[src/rtl/uart_echo_pkg.sv]
// Shared types and constants for the UART echo FIFO block.
package uart_echo_pkg;

   typedef enum logic [1:0] {
      IDLE      = 2'd0,
      WAIT_ACK  = 2'd1,
      WAIT_DONE = 2'd2
   } tx_state_e;

   localparam int unsigned DEFAULT_TERM_WORD = 32'h0000_000D;
   localparam int          STATS_WIDTH       = 16;

endpackage

[src/rtl/uart_echo_fifo_sync_fifo.sv]
// Synchronous FIFO with combinational head read and an occupancy counter
// carrying one extra bit so a full FIFO is distinguishable from an empty one.
module sync_fifo #(
   parameter int DATA_WIDTH = 8,
   parameter int FIFO_DEPTH = 16,
   localparam int AW = $clog2(FIFO_DEPTH),
   localparam int LW = AW + 1
) (
   input  logic                  i_clk,
   input  logic                  i_rst,
   input  logic                  i_push,
   input  logic [DATA_WIDTH-1:0] i_push_data,
   input  logic                  i_pop,
   output logic [DATA_WIDTH-1:0] o_pop_data,
   output logic                  o_full,
   output logic                  o_empty,
   output logic [LW-1:0]         o_level
);

   logic [DATA_WIDTH-1:0] mem_q [FIFO_DEPTH];
   logic [DATA_WIDTH-1:0] mem_d [FIFO_DEPTH];
   logic [AW-1:0]         wr_ptr_q, wr_ptr_d;
   logic [AW-1:0]         rd_ptr_q, rd_ptr_d;
   logic [LW-1:0]         count_q, count_d;
   logic                  do_push;
   logic                  do_pop;

   assign o_full     = (count_q == LW'(FIFO_DEPTH));
   assign o_empty    = (count_q == '0);
   assign o_level    = count_q;
   assign o_pop_data = mem_q[rd_ptr_q];
   assign do_push    = i_push && !o_full;
   assign do_pop     = i_pop && !o_empty;

   always_comb begin
      mem_d    = mem_q;
      wr_ptr_d = wr_ptr_q;
      rd_ptr_d = rd_ptr_q;
      count_d  = count_q;
      if (do_push) begin
         mem_d[wr_ptr_q] = i_push_data;
         wr_ptr_d        = wr_ptr_q + AW'(1);
      end
      if (do_pop) begin
         rd_ptr_d = rd_ptr_q + AW'(1);
      end
      case ({do_push, do_pop})
         2'b10:   count_d = count_q + LW'(1);
         2'b01:   count_d = count_q - LW'(1);
         default: count_d = count_q;
      endcase
   end

   always_ff @(posedge i_clk or posedge i_rst) begin
      if (i_rst) begin
         mem_q    <= '{default: '0};
         wr_ptr_q <= '0;
         rd_ptr_q <= '0;
         count_q  <= '0;
      end else begin
         mem_q    <= mem_d;
         wr_ptr_q <= wr_ptr_d;
         rd_ptr_q <= rd_ptr_d;
         count_q  <= count_d;
      end
   end

endmodule

[src/rtl/uart_echo_fifo.sv]
// Buffered UART echo engine: queues received words and replays them to the
// transmitter. Optional statistics counters are enabled by UART_ECHO_STATS_EN.
module uart_echo_fifo
   import uart_echo_pkg::*;
#(
   parameter int          DATA_WIDTH = 8,
   parameter int          FIFO_DEPTH = 16,
   parameter int          LINE_MODE  = 0,
   parameter int unsigned TERM_WORD  = DEFAULT_TERM_WORD,
   localparam int LW = $clog2(FIFO_DEPTH) + 1
) (
   input  logic                  i_clk,
   input  logic                  i_rst,
   input  logic [DATA_WIDTH-1:0] i_rx_data,
   input  logic                  i_rx_en,
   input  logic                  i_tx_busy,
   output logic [DATA_WIDTH-1:0] o_tx_data,
   output logic                  o_tx_en,
   output logic [LW-1:0]         o_level,
   output logic                  o_overflow,
   output logic [3:0]            o_led
`ifdef UART_ECHO_STATS_EN
   ,
   output logic [STATS_WIDTH-1:0] o_rx_count,
   output logic [STATS_WIDTH-1:0] o_drop_count
`endif
);

   localparam logic [DATA_WIDTH-1:0] TERM       = DATA_WIDTH'(TERM_WORD);
   localparam logic [LW-1:0]         FULL_LEVEL = LW'(FIFO_DEPTH);

   tx_state_e             state_q, state_d;
   logic [DATA_WIDTH-1:0] tx_data_q, tx_data_d;
   logic                  tx_en_q, tx_en_d;
   logic [LW-1:0]         rel_q, rel_d;
   logic                  ovf_q, ovf_d;
   logic [3:0]            led_q, led_d;

   logic                  fifo_full;
   logic                  fifo_empty;
   logic [LW-1:0]         fifo_level;
   logic [DATA_WIDTH-1:0] head_data;
   logic                  push;
   logic                  pop;
   logic [LW-1:0]         level_next;

   sync_fifo #(
      .DATA_WIDTH (DATA_WIDTH),
      .FIFO_DEPTH (FIFO_DEPTH)
   ) u_fifo (
      .i_clk       (i_clk),
      .i_rst       (i_rst),
      .i_push      (push),
      .i_push_data (i_rx_data),
      .i_pop       (pop),
      .o_pop_data  (head_data),
      .o_full      (fifo_full),
      .o_empty     (fifo_empty),
      .o_level     (fifo_level)
   );

   assign push = i_rx_en && !fifo_full;

   always_comb begin
      state_d   = state_q;
      tx_data_d = tx_data_q;
      tx_en_d   = 1'b0;
      pop       = 1'b0;
      case (state_q)
         IDLE: begin
            if ((rel_q != '0) && !fifo_empty && !i_tx_busy) begin
               pop       = 1'b1;
               tx_data_d = head_data;
               tx_en_d   = 1'b1;
               state_d   = WAIT_ACK;
            end
         end
         WAIT_ACK:  if (i_tx_busy)  state_d = WAIT_DONE;
         WAIT_DONE: if (!i_tx_busy) state_d = IDLE;
         default:   state_d = IDLE;
      endcase
   end

   // In line mode the release count only grows when a terminator lands, or
   // when a full FIFO without one would otherwise stall forever.
   always_comb begin
      level_next = fifo_level;
      if (push && !pop) level_next = fifo_level + LW'(1);
      if (pop && !push) level_next = fifo_level - LW'(1);
      rel_d = rel_q;
      if (LINE_MODE == 0) begin
         rel_d = level_next;
      end else begin
         if (pop) rel_d = rel_q - LW'(1);
         if (push && (i_rx_data == TERM)) rel_d = level_next;
         if ((level_next == FULL_LEVEL) && (rel_d == '0)) rel_d = level_next;
      end
      ovf_d = ovf_q | (i_rx_en && fifo_full);
      led_d = push ? i_rx_data[3:0] : led_q;
   end

   always_ff @(posedge i_clk or posedge i_rst) begin
      if (i_rst) begin
         state_q   <= IDLE;
         tx_data_q <= '0;
         tx_en_q   <= 1'b0;
         rel_q     <= '0;
         ovf_q     <= 1'b0;
         led_q     <= '0;
      end else begin
         state_q   <= state_d;
         tx_data_q <= tx_data_d;
         tx_en_q   <= tx_en_d;
         rel_q     <= rel_d;
         ovf_q     <= ovf_d;
         led_q     <= led_d;
      end
   end

   assign o_tx_data  = tx_data_q;
   assign o_tx_en    = tx_en_q;
   assign o_level    = fifo_level;
   assign o_overflow = ovf_q;
   assign o_led      = led_q;

`ifdef UART_ECHO_STATS_EN
   logic [STATS_WIDTH-1:0] rx_count_q, rx_count_d;
   logic [STATS_WIDTH-1:0] drop_count_q, drop_count_d;

   always_comb begin
      rx_count_d   = rx_count_q;
      drop_count_d = drop_count_q;
      if (push && (rx_count_q != '1)) rx_count_d = rx_count_q + STATS_WIDTH'(1);
      if (i_rx_en && fifo_full && (drop_count_q != '1))
         drop_count_d = drop_count_q + STATS_WIDTH'(1);
   end

   always_ff @(posedge i_clk or posedge i_rst) begin
      if (i_rst) begin
         rx_count_q   <= '0;
         drop_count_q <= '0;
      end else begin
         rx_count_q   <= rx_count_d;
         drop_count_q <= drop_count_d;
      end
   end

   assign o_rx_count   = rx_count_q;
   assign o_drop_count = drop_count_q;
`endif

endmodule

[config.mk]
export PLATFORM = sky130hd
export DESIGN_NAME = uart_echo_fifo
export DESIGN_NICKNAME = d
export VERILOG_FILES = /design/src/rtl/uart_echo_pkg.sv /design/src/rtl/uart_echo_fifo_sync_fifo.sv /design/src/rtl/uart_echo_fifo.sv
export SDC_FILE = /design/constraint.sdc
export NUM_CORES = 1
export LEC_CHECK = 0
export CAP_MARGIN = 20
export CELL_PAD_IN_SITES_DETAIL_PLACEMENT = 0
export CELL_PAD_IN_SITES_GLOBAL_PLACEMENT = 1
export CORE_MARGIN = 1
export CORE_UTILIZATION = 31
export CTS_CLUSTER_SIZE = 8
export DETAILED_ROUTE_END_ITERATION = 16
export HOLD_SLACK_MARGIN = 0.12
export PLACE_DENSITY = 0.57
export SYNTH_ARGS = -nofsm -noshare
export SYNTH_HDL_FRONTEND = slang
export SYNTH_SLANG_ARGS = --single-unit
[constraint.sdc]
create_clock -name i_clk -period 7.2 [get_ports i_clk]
set_input_delay 1.44 -clock i_clk [delete_from_list [all_inputs] [get_ports i_clk]]
set_output_delay 1.44 -clock i_clk [all_outputs]
set_load 0.02 [all_outputs]
==> results.toml, run 1 <==
[route]
drt_first_pass_iters = 4
vias = 4230
met1_length_mm = 8.16
top_layer = "met4"
wl_met2_mm = 8.27
ant_nets = 0
wire_per_inst_um = 19.9
drc = 0
dr.first_iter.drc_count = 209
totalWireLength_mm = 17.0
wl_met3_um = 452
vias_per_cell = 4.95

[timing]
final.min_clock_period_ns = 3.21
max_freq_mhz = 312
tns_ns = 0
slew_violations = 0
post-route-period-util_pct = 44.6
tightest_slew_ns = 0.887
skew_ns = 0.00981
finalHoldWorstSlack_ns = 0.473
setup_viol = 0
hold_violations = 0
relSlewSlack_pct = 40.8
rsz0062_at_grt = "no"

[synthesis]
synth_edf_count = 0
synth_top_area_share_pct = 54.0
synth_ff_type = "dfrtp_1"
synth_area_leaders = "dfrtp_1 54%, mux2_2 15%, mux4_2 9.6%"
netlist_area_mm2 = 0.00751
yosysSeqAreaShare_pct = 54.0
synth_cell_types = 41
syn-mean-instance-area_um2 = 14.9
syn_nets = 524
synth_most_common_cell = "dfrtp_1"
yosysWarnings = 0
synth_area_leader_cell = "dfrtp_1"
ys_async_sr_fraction_pct = 100
synth_common_cells = "162 x dfrtp_1, 97 x mux2_2, 32 x mux4_2, 31 x mux2_1, 23 x nand2_1"
synth_cells = 504
ys_ff_latch = 162

[worst_setup_path]
rr_startpoint = "u_fifo.o_level[0]"
required_ns = 7.51
slowest_stage = "clkdlybuf4s50_1"
crit_chain = "clkdlybuf4s50_1 -> and2_1 -> buf_4 -> nand4_1 -> mux2_2"
slowest_delay_ns = 0.59
r2r_end = "o_tx_data[2]"
critPathLaunchType = "primary input"
cp-end-kind = "flop"
worstPathArrival_ns = 3.52
r2r_cells = 7
crit_type = "in -> reg"
rrSetupSlack_ns = 4.48
path_max_fanout = 30

[floorplanning]
initial_core_util_pct = 31.8
io_pins = 31
die_x_um = 158
die_h_um = 158
std_cell_rows = 56
design.die.area_mm2 = 0.0249
fp.coreArea_mm2 = 0.0236

[clock_network]
cts_tree = "built"
cts.clk_slew.worst_paths_ns = 0.07
h-tree-depth = 4
cts_sinks = 162
clk_latency_ns = 0.43
cts_hold_buf = 0
cts_buffers = 17
cts_buffer_depth = 2
cts_root_buf = "clkbuf_16"
postCtsSetupRepairBufs = 0
ctsResizeCount = 0

[grt]
antenna_found_initial = 0
grt_max_degree = 99
grt_overflow_total = 0
grt_pass1_vias = 4441
grt_pass1_wl_mm = 26.8
grt_use_total_pct = 14.8

[cells_and_area]
syn2layout_area_growth_pct = 15.3
fin_util_pct = 36.7
fill_cells = 2261
antenna_cells = 0
drive_gt1_share_pct = 36.4
nNetsFinal = 543

[placed_design]
port_buffers = 30
gp_congestion = 0.754
dp_hpwl_mm = 10.8

[run]
maxCapViolCount = 0

[power]
irDropWorstVdd_mv = 0.182
cellLeakagePower_nw = 3.64
p_per_area_mw_per_mm2 = 473
power_mw = 4.10

[outcome]
status = "finished, final reports clean"

[worst_hold_path]
holdPathStages = 1
holdCritStartpoint = "o_overflow"
min_to = "o_overflow"
min_path_type = "reg -> reg"
flip-flops by register name, indices dropped and copies added (netlist names):
signal,count
o_led,4
rel_q,5
o_tx_data,8
o_tx_en,1
u_fifo.mem_q,128
o_overflow,1
u_fifo.o_level,5
u_fifo.wr_ptr_q,4
state_q,2
u_fifo.rd_ptr_q,4
through the flow:
stage	instances	area (µm²)	worst slack, ns
2_1_floorplan	504	7510	1.38
3_3_place_gp	823	8080	3.64
3_5_place_dp	823	8080	3.56
4_1_cts	855	8660	4.01
5_1_grt	855	8660	3.85
6_report	855	8660	3.99
cell usage in the layout (no fill, tap or decap), drive strengths merged, types with 12 or more instances in the layout:
cell type / synthesis / layout
dfrtp: 162 / 162
mux2: 128 / 128
mux4: 32 / 32
clkdlybuf4s50: 0 / 30
nand2: 23 / 23
clkbuf: 16 / 18
inv: 9 / 16
nand3: 15 / 15
xnor2: 14 / 14
mux2i: 12 / 12
nor2: 12 / 12
per-layer routing:
metal	vias up	track usage, %
met5	-	0
met4	0	4.30
met3	10	3.26
met2	51	24.0
met1	2273	19.9
li1	1896	-
how the worst max path moves through the flow:
| stage | startpoint | to |
|---|---|---|
| after global routing | i_rx_en | u_fifo.mem_q[3] |
| after floorplan | i_rst | o_led[0] |
| after detailed placement | i_rx_en | u_fifo.mem_q[6] |
| after global placement | i_tx_busy | o_tx_data[5] |
| after CTS | i_rx_en | u_fifo.mem_q[3] |
| final | i_rx_en | u_fifo.mem_q[6] |
power by group:
group          leakage, nW  internal (mW)  total [mW]  switching (mW)
logic                 1.38          0.846        1.54           0.696
clock network        0.270          0.496       0.896           0.400
registers             1.99           1.35        1.66           0.311
total                 3.64           2.69        4.10            1.41
cell type report:
class	count	area [µm²]	share of cell area, %
Multi-Input combinational cell	299	3260	37.6
Sequential cell	162	4060	46.8
Timing Repair Buffer	34	330	3.81
Tap cell	319	399	4.61
Inverter	9	38.8	0.448
Clock inverter	14	143	1.65
Clock buffer	18	439	5.07
cells by family after synthesis:
kind of cell    synth area share (%)
simple gates                    6.21
flops                           54.0
mux                             30.4
buf+inv                         2.68
xor+xnor                        1.87
compound gates                  3.43
fa+ha+maj                       1.47
critical path, delay by kind of cell:
family / cells / cell delay (ns)
buf+inv: 2 / 0.95
mux: 1 / 0.45
simple gates: 2 / 0.66
Power figures use the tool's default switching activity.
==> inputs of run 2 (changes only) <==
PLACE_DENSITY = 0.58   (was 0.57)
clock period = 2.86 ns   (was 7.2 ns; I/O delays follow)
==> results.toml, run 2 (same netlist as run 1, synthesis figures left out) <==
[outcome]
status = "finished, final reports clean"

[worst_setup_path]
cp-end-kind = "flop"
path_max_fanout = 21
worstPathArrival_ns = 2.83
critPathLaunchType = "flop"
required_ns = 3.17
slowest_delay_ns = 0.53
slowest_stage = "dfrtp_1"
crit_type = "reg -> reg"
crit_chain = "inv_1 -> ha_1 -> nand4bb_1 -> and2_1 -> buf_4 -> nand3_2 -> mux2_2"

[placed_design]
gp_congestion = 0.765
dp_hpwl_mm = 11.3
dp.cells = 832
post_dp_cell_area_mm2 = 0.00821
port_buffers = 30

[clock_network]
cts_hold_buf = 0
cts_buffers = 17
cts_root_buf = "clkbuf_16"
h-tree-depth = 4
clk_latency_ns = 0.43
cts_tree = "built"
cts_sinks = 162
ctsResizeCount = 0
postCtsSetupRepairBufs = 0
cts.clk_slew.worst_paths_ns = 0.07
cts_buffer_depth = 2

[cells_and_area]
fill_cells = 2234
regMostFlops = "u_fifo.mem_q"
drive_gt1_share_pct = 37.4
antenna_cells = 0
postLayoutCellArea_mm2 = 0.00880
layout_commonest_cell = "dfrtp_1"
final_cell_mix = "161 x dfrtp_1, 97 x mux2_2, 32 x mux4_2"
fin_util_pct = 37.3
fin_cells = 864
largest_register_ffs = 128
nNetsFinal = 552
syn2layout_area_growth_pct = 17.2

[route]
totalWireLength_mm = 17.4
dr.first_iter.drc_count = 225
ant_nets = 0
drt_first_pass_iters = 4
wl_met3_um = 602
drc = 0
wl_met2_mm = 8.36
met1_length_mm = 8.27
wire_per_inst_um = 20.1
top_layer = "met4"
vias_per_cell = 4.95
vias = 4278

[worst_hold_path]
min_path_type = "reg -> reg"

[timing]
post-route-period-util_pct = 88.2
rsz0062_at_grt = "no"
tightest_slew_ns = 0.791
final.min_clock_period_ns = 2.52
relSlewSlack_pct = 47.1
finalHoldWorstSlack_ns = 0.468
max_freq_mhz = 396
setup_viol = 0
skew_ns = 0.0162
hold_violations = 0
slew_violations = 0
tns_ns = 0

[floorplanning]
io_pins = 31
die_x_um = 158
initial_core_util_pct = 31.8
fp.coreArea_mm2 = 0.0236
die_h_um = 158
design.die.area_mm2 = 0.0249
std_cell_rows = 56

[power]
p_per_area_mw_per_mm2 = 1180
cellLeakagePower_nw = 3.72
irDropWorstVdd_mv = 0.441

[grt]
grt_overflow_total = 0
grt_use_total_pct = 15.5
grt_max_degree = 51
antenna_found_initial = 0
grt_pass1_wl_mm = 28.0
grt_pass1_vias = 4608

[run]
maxCapViolCount = 0
## run 2: final cells by class
| class | instances | area (µm²) | area share [%] |
|---|---|---|---|
| sequential | 162 | 4060 | 46.1 |
| inverter | 9 | 37.5 | 0.426 |
| clock buffer | 18 | 439 | 4.99 |
| tap | 319 | 399 | 4.53 |
| clock inverter | 14 | 155 | 1.76 |
| multi-input combinational | 299 | 3260 | 37.0 |
| timing repair buffer | 43 | 460 | 5.23 |
## run 2: power breakdown
group,switching (mW),internal (mW)
Clock,0.969,1.32
Sequential,0.744,3.39
Combinational,1.78,2.20
Total,3.49,6.92
## run 2: stage by stage
step | setup slack, ns | power [mW]
finish | 0.338 | 10.4
CTS | 0.293 | 10.5
global route | 0.0740 | 11.1
global placement | 0.236 | 8.09
floorplan | 0.231 | 7.05
detailed placement | 0.212 | 8.22
## run 2: critical path: cells and delay by family (launching register included)
family / cells / cell delay (ns)
mux: 1 / 0.41
flops: 1 / 0.53
buf+inv: 2 / 0.40
simple gates: 3 / 0.79
fa+ha+maj: 1 / 0.28
## run 2: path summary, 6_finish.rpt
path,cells past startpoint,to,slack (ns),startpoint
min in group asynchronous,2,u_fifo.mem_q[10],0.54,i_rst
min,1,o_overflow,0.47,o_overflow
min reg2reg,1,o_overflow,0.47,o_overflow
max reg2reg,7,u_fifo.mem_q[75],0.34,u_fifo.o_level[0]
max,7,u_fifo.mem_q[75],0.34,u_fifo.o_level[0]
max in group asynchronous,3,u_fifo.mem_q[92],1.69,i_rst
## run 2: per-layer routing
metal,up-vias,track usage (%)
met3,12,3.48
met1,2286,21.2
met5,-,0
met2,65,25.0
met4,0,3.65
li1,1915,-
==> inputs of run 3 (changes only) <==
CORE_ASPECT_RATIO = 0.6   (was unset)
HOLD_SLACK_MARGIN = 0.15   (was 0.12)
==> results.toml, run 3 (same netlist as run 1, synthesis figures left out) <==
[outcome]
status = "finished, final reports clean"

[cells_and_area]
largest_register_ffs = 128
antenna_cells = 0
layout_commonest_cell = "dfrtp_1"
final_cell_mix = "161 x dfrtp_1, 97 x mux2_2, 32 x mux4_2"
fin_cells = 860
drive_gt1_share_pct = 37.2
nNetsFinal = 552
regMostFlops = "u_fifo.mem_q"
syn2layout_area_growth_pct = 17.5

[clock_network]
cts.clk_slew.worst_paths_ns = 0.06
cts_root_buf = "clkbuf_16"
ctsResizeCount = 0
cts_hold_buf = 0
postCtsSetupRepairBufs = 0
cts_buffer_depth = 2
cts_tree = "built"
cts_sinks = 162
h-tree-depth = 4
cts_buffers = 17
clk_latency_ns = 0.43

[worst_setup_path]
crit_chain = "inv_1 -> ha_1 -> or4b_4 -> o211ai_2 -> inv_2 -> and2_4 -> a221oi_2"
crit_type = "reg -> reg"
required_ns = 3.20
cp-end-kind = "flop"
worstPathArrival_ns = 2.92
critPathLaunchType = "flop"
critPathTopFamily = "simple AND/OR/NAND/NOR gates"
slowest_stage = "or4b_4"
cp.buffers_inverters = 2
slowest_delay_ns = 0.51
path_max_fanout = 17

[floorplanning]
die_h_um = 123
io_pins = 31
die_x_um = 203
design.die.area_mm2 = 0.0249
std_cell_rows = 43
fp.coreArea_mm2 = 0.0235
initial_core_util_pct = 32.0

[power]
cellLeakagePower_nw = 3.74
irDropWorstVdd_mv = 0.464
p_per_area_mw_per_mm2 = 1210

[route]
vias_per_cell = 4.95
vias = 4255
totalWireLength_mm = 17.2
dr.first_iter.drc_count = 262
drc = 0
wire_per_inst_um = 20.0
ant_nets = 0
drt_first_pass_iters = 4

[grt]
grt-busiest-layer = "met1"
grt_pass1_wl_mm = 27.7
antenna_found_initial = 0
grt_max_degree = 83
grt.met1_usage_pct = 23.6
grt_use_total_pct = 15.2
grtUsageMet3_pct = 3.08
grt_use_met2_pct = 20.6
grt_overflow_total = 0
grt_pass1_vias = 4598

[placed_design]
dp_hpwl_mm = 11.9
port_buffers = 30
gp_congestion = 0.759
dp.cells = 828

[timing]
post-route-period-util_pct = 90.4
relSlewSlack_pct = 51.2
tns_ns = 0
final.min_clock_period_ns = 2.58
setup_viol = 0
hold_violations = 0
max_freq_mhz = 387
skew_ns = 0.00734
slew_violations = 0
tightest_slew_ns = 0.730
rsz0062_at_grt = "no"

[run]
maxCapViolCount = 0

[worst_hold_path]
min_path_type = "reg -> reg"
==> run 3: layer usage <==
layer | up-vias | part of all wire (%)
met4 | 0 | 1.1
met5 | - | 0
met1 | 2266 | 56
met2 | 54 | 40
met3 | 18 | 2.7
li1 | 1917 | -
==> run 3: report_power, final <==
group	total, mW	switching [mW]	internal, mW
Combinational	4.04	1.84	2.20
Clock	2.54	0.900	1.64
Sequential	4.11	0.714	3.40
==> run 3: path summary, 6_finish.rpt <==
check | cells past startpoint | slack [ns] | to | startpoint
worst max-delay path | 7 | 0.28 | o_tx_data[6] | u_fifo.o_level[1]
worst min-delay path | 1 | 0.47 | o_overflow | o_overflow
worst max register to register | 7 | 0.28 | o_tx_data[6] | u_fifo.o_level[1]
worst min register to register | 1 | 0.47 | o_overflow | o_overflow
max in group asynchronous | 3 | 1.54 | u_fifo.mem_q[104] | i_rst
min in group asynchronous | 2 | 0.49 | u_fifo.mem_q[92] | i_rst
==> run 3: stage by stage <==
stage          area, µm²  hold WS [ns]  worst slack, ns  utilization (%)  power, mW
2_1_floorplan       7520         0.459            0.231                -       7.05
3_3_place_gp        8170         0.457            0.119             34.8       8.08
3_5_place_dp        8170         0.459            0.114             34.8       8.24
4_1_cts             8830         0.474            0.234             37.6       10.8
5_1_grt             8830         0.506           0.0818             37.6       11.4
6_report            8830         0.471            0.275             37.6       10.7
==> run 3: layout make-up <==
class,count,area [µm²]
inverter,9,37.5
clock buffer,22,484
clock inverter,10,178
timing repair buffer,43,423
sequential,162,4060
fill,2225,14600
tap,315,394
multi-input combinational,299,3260
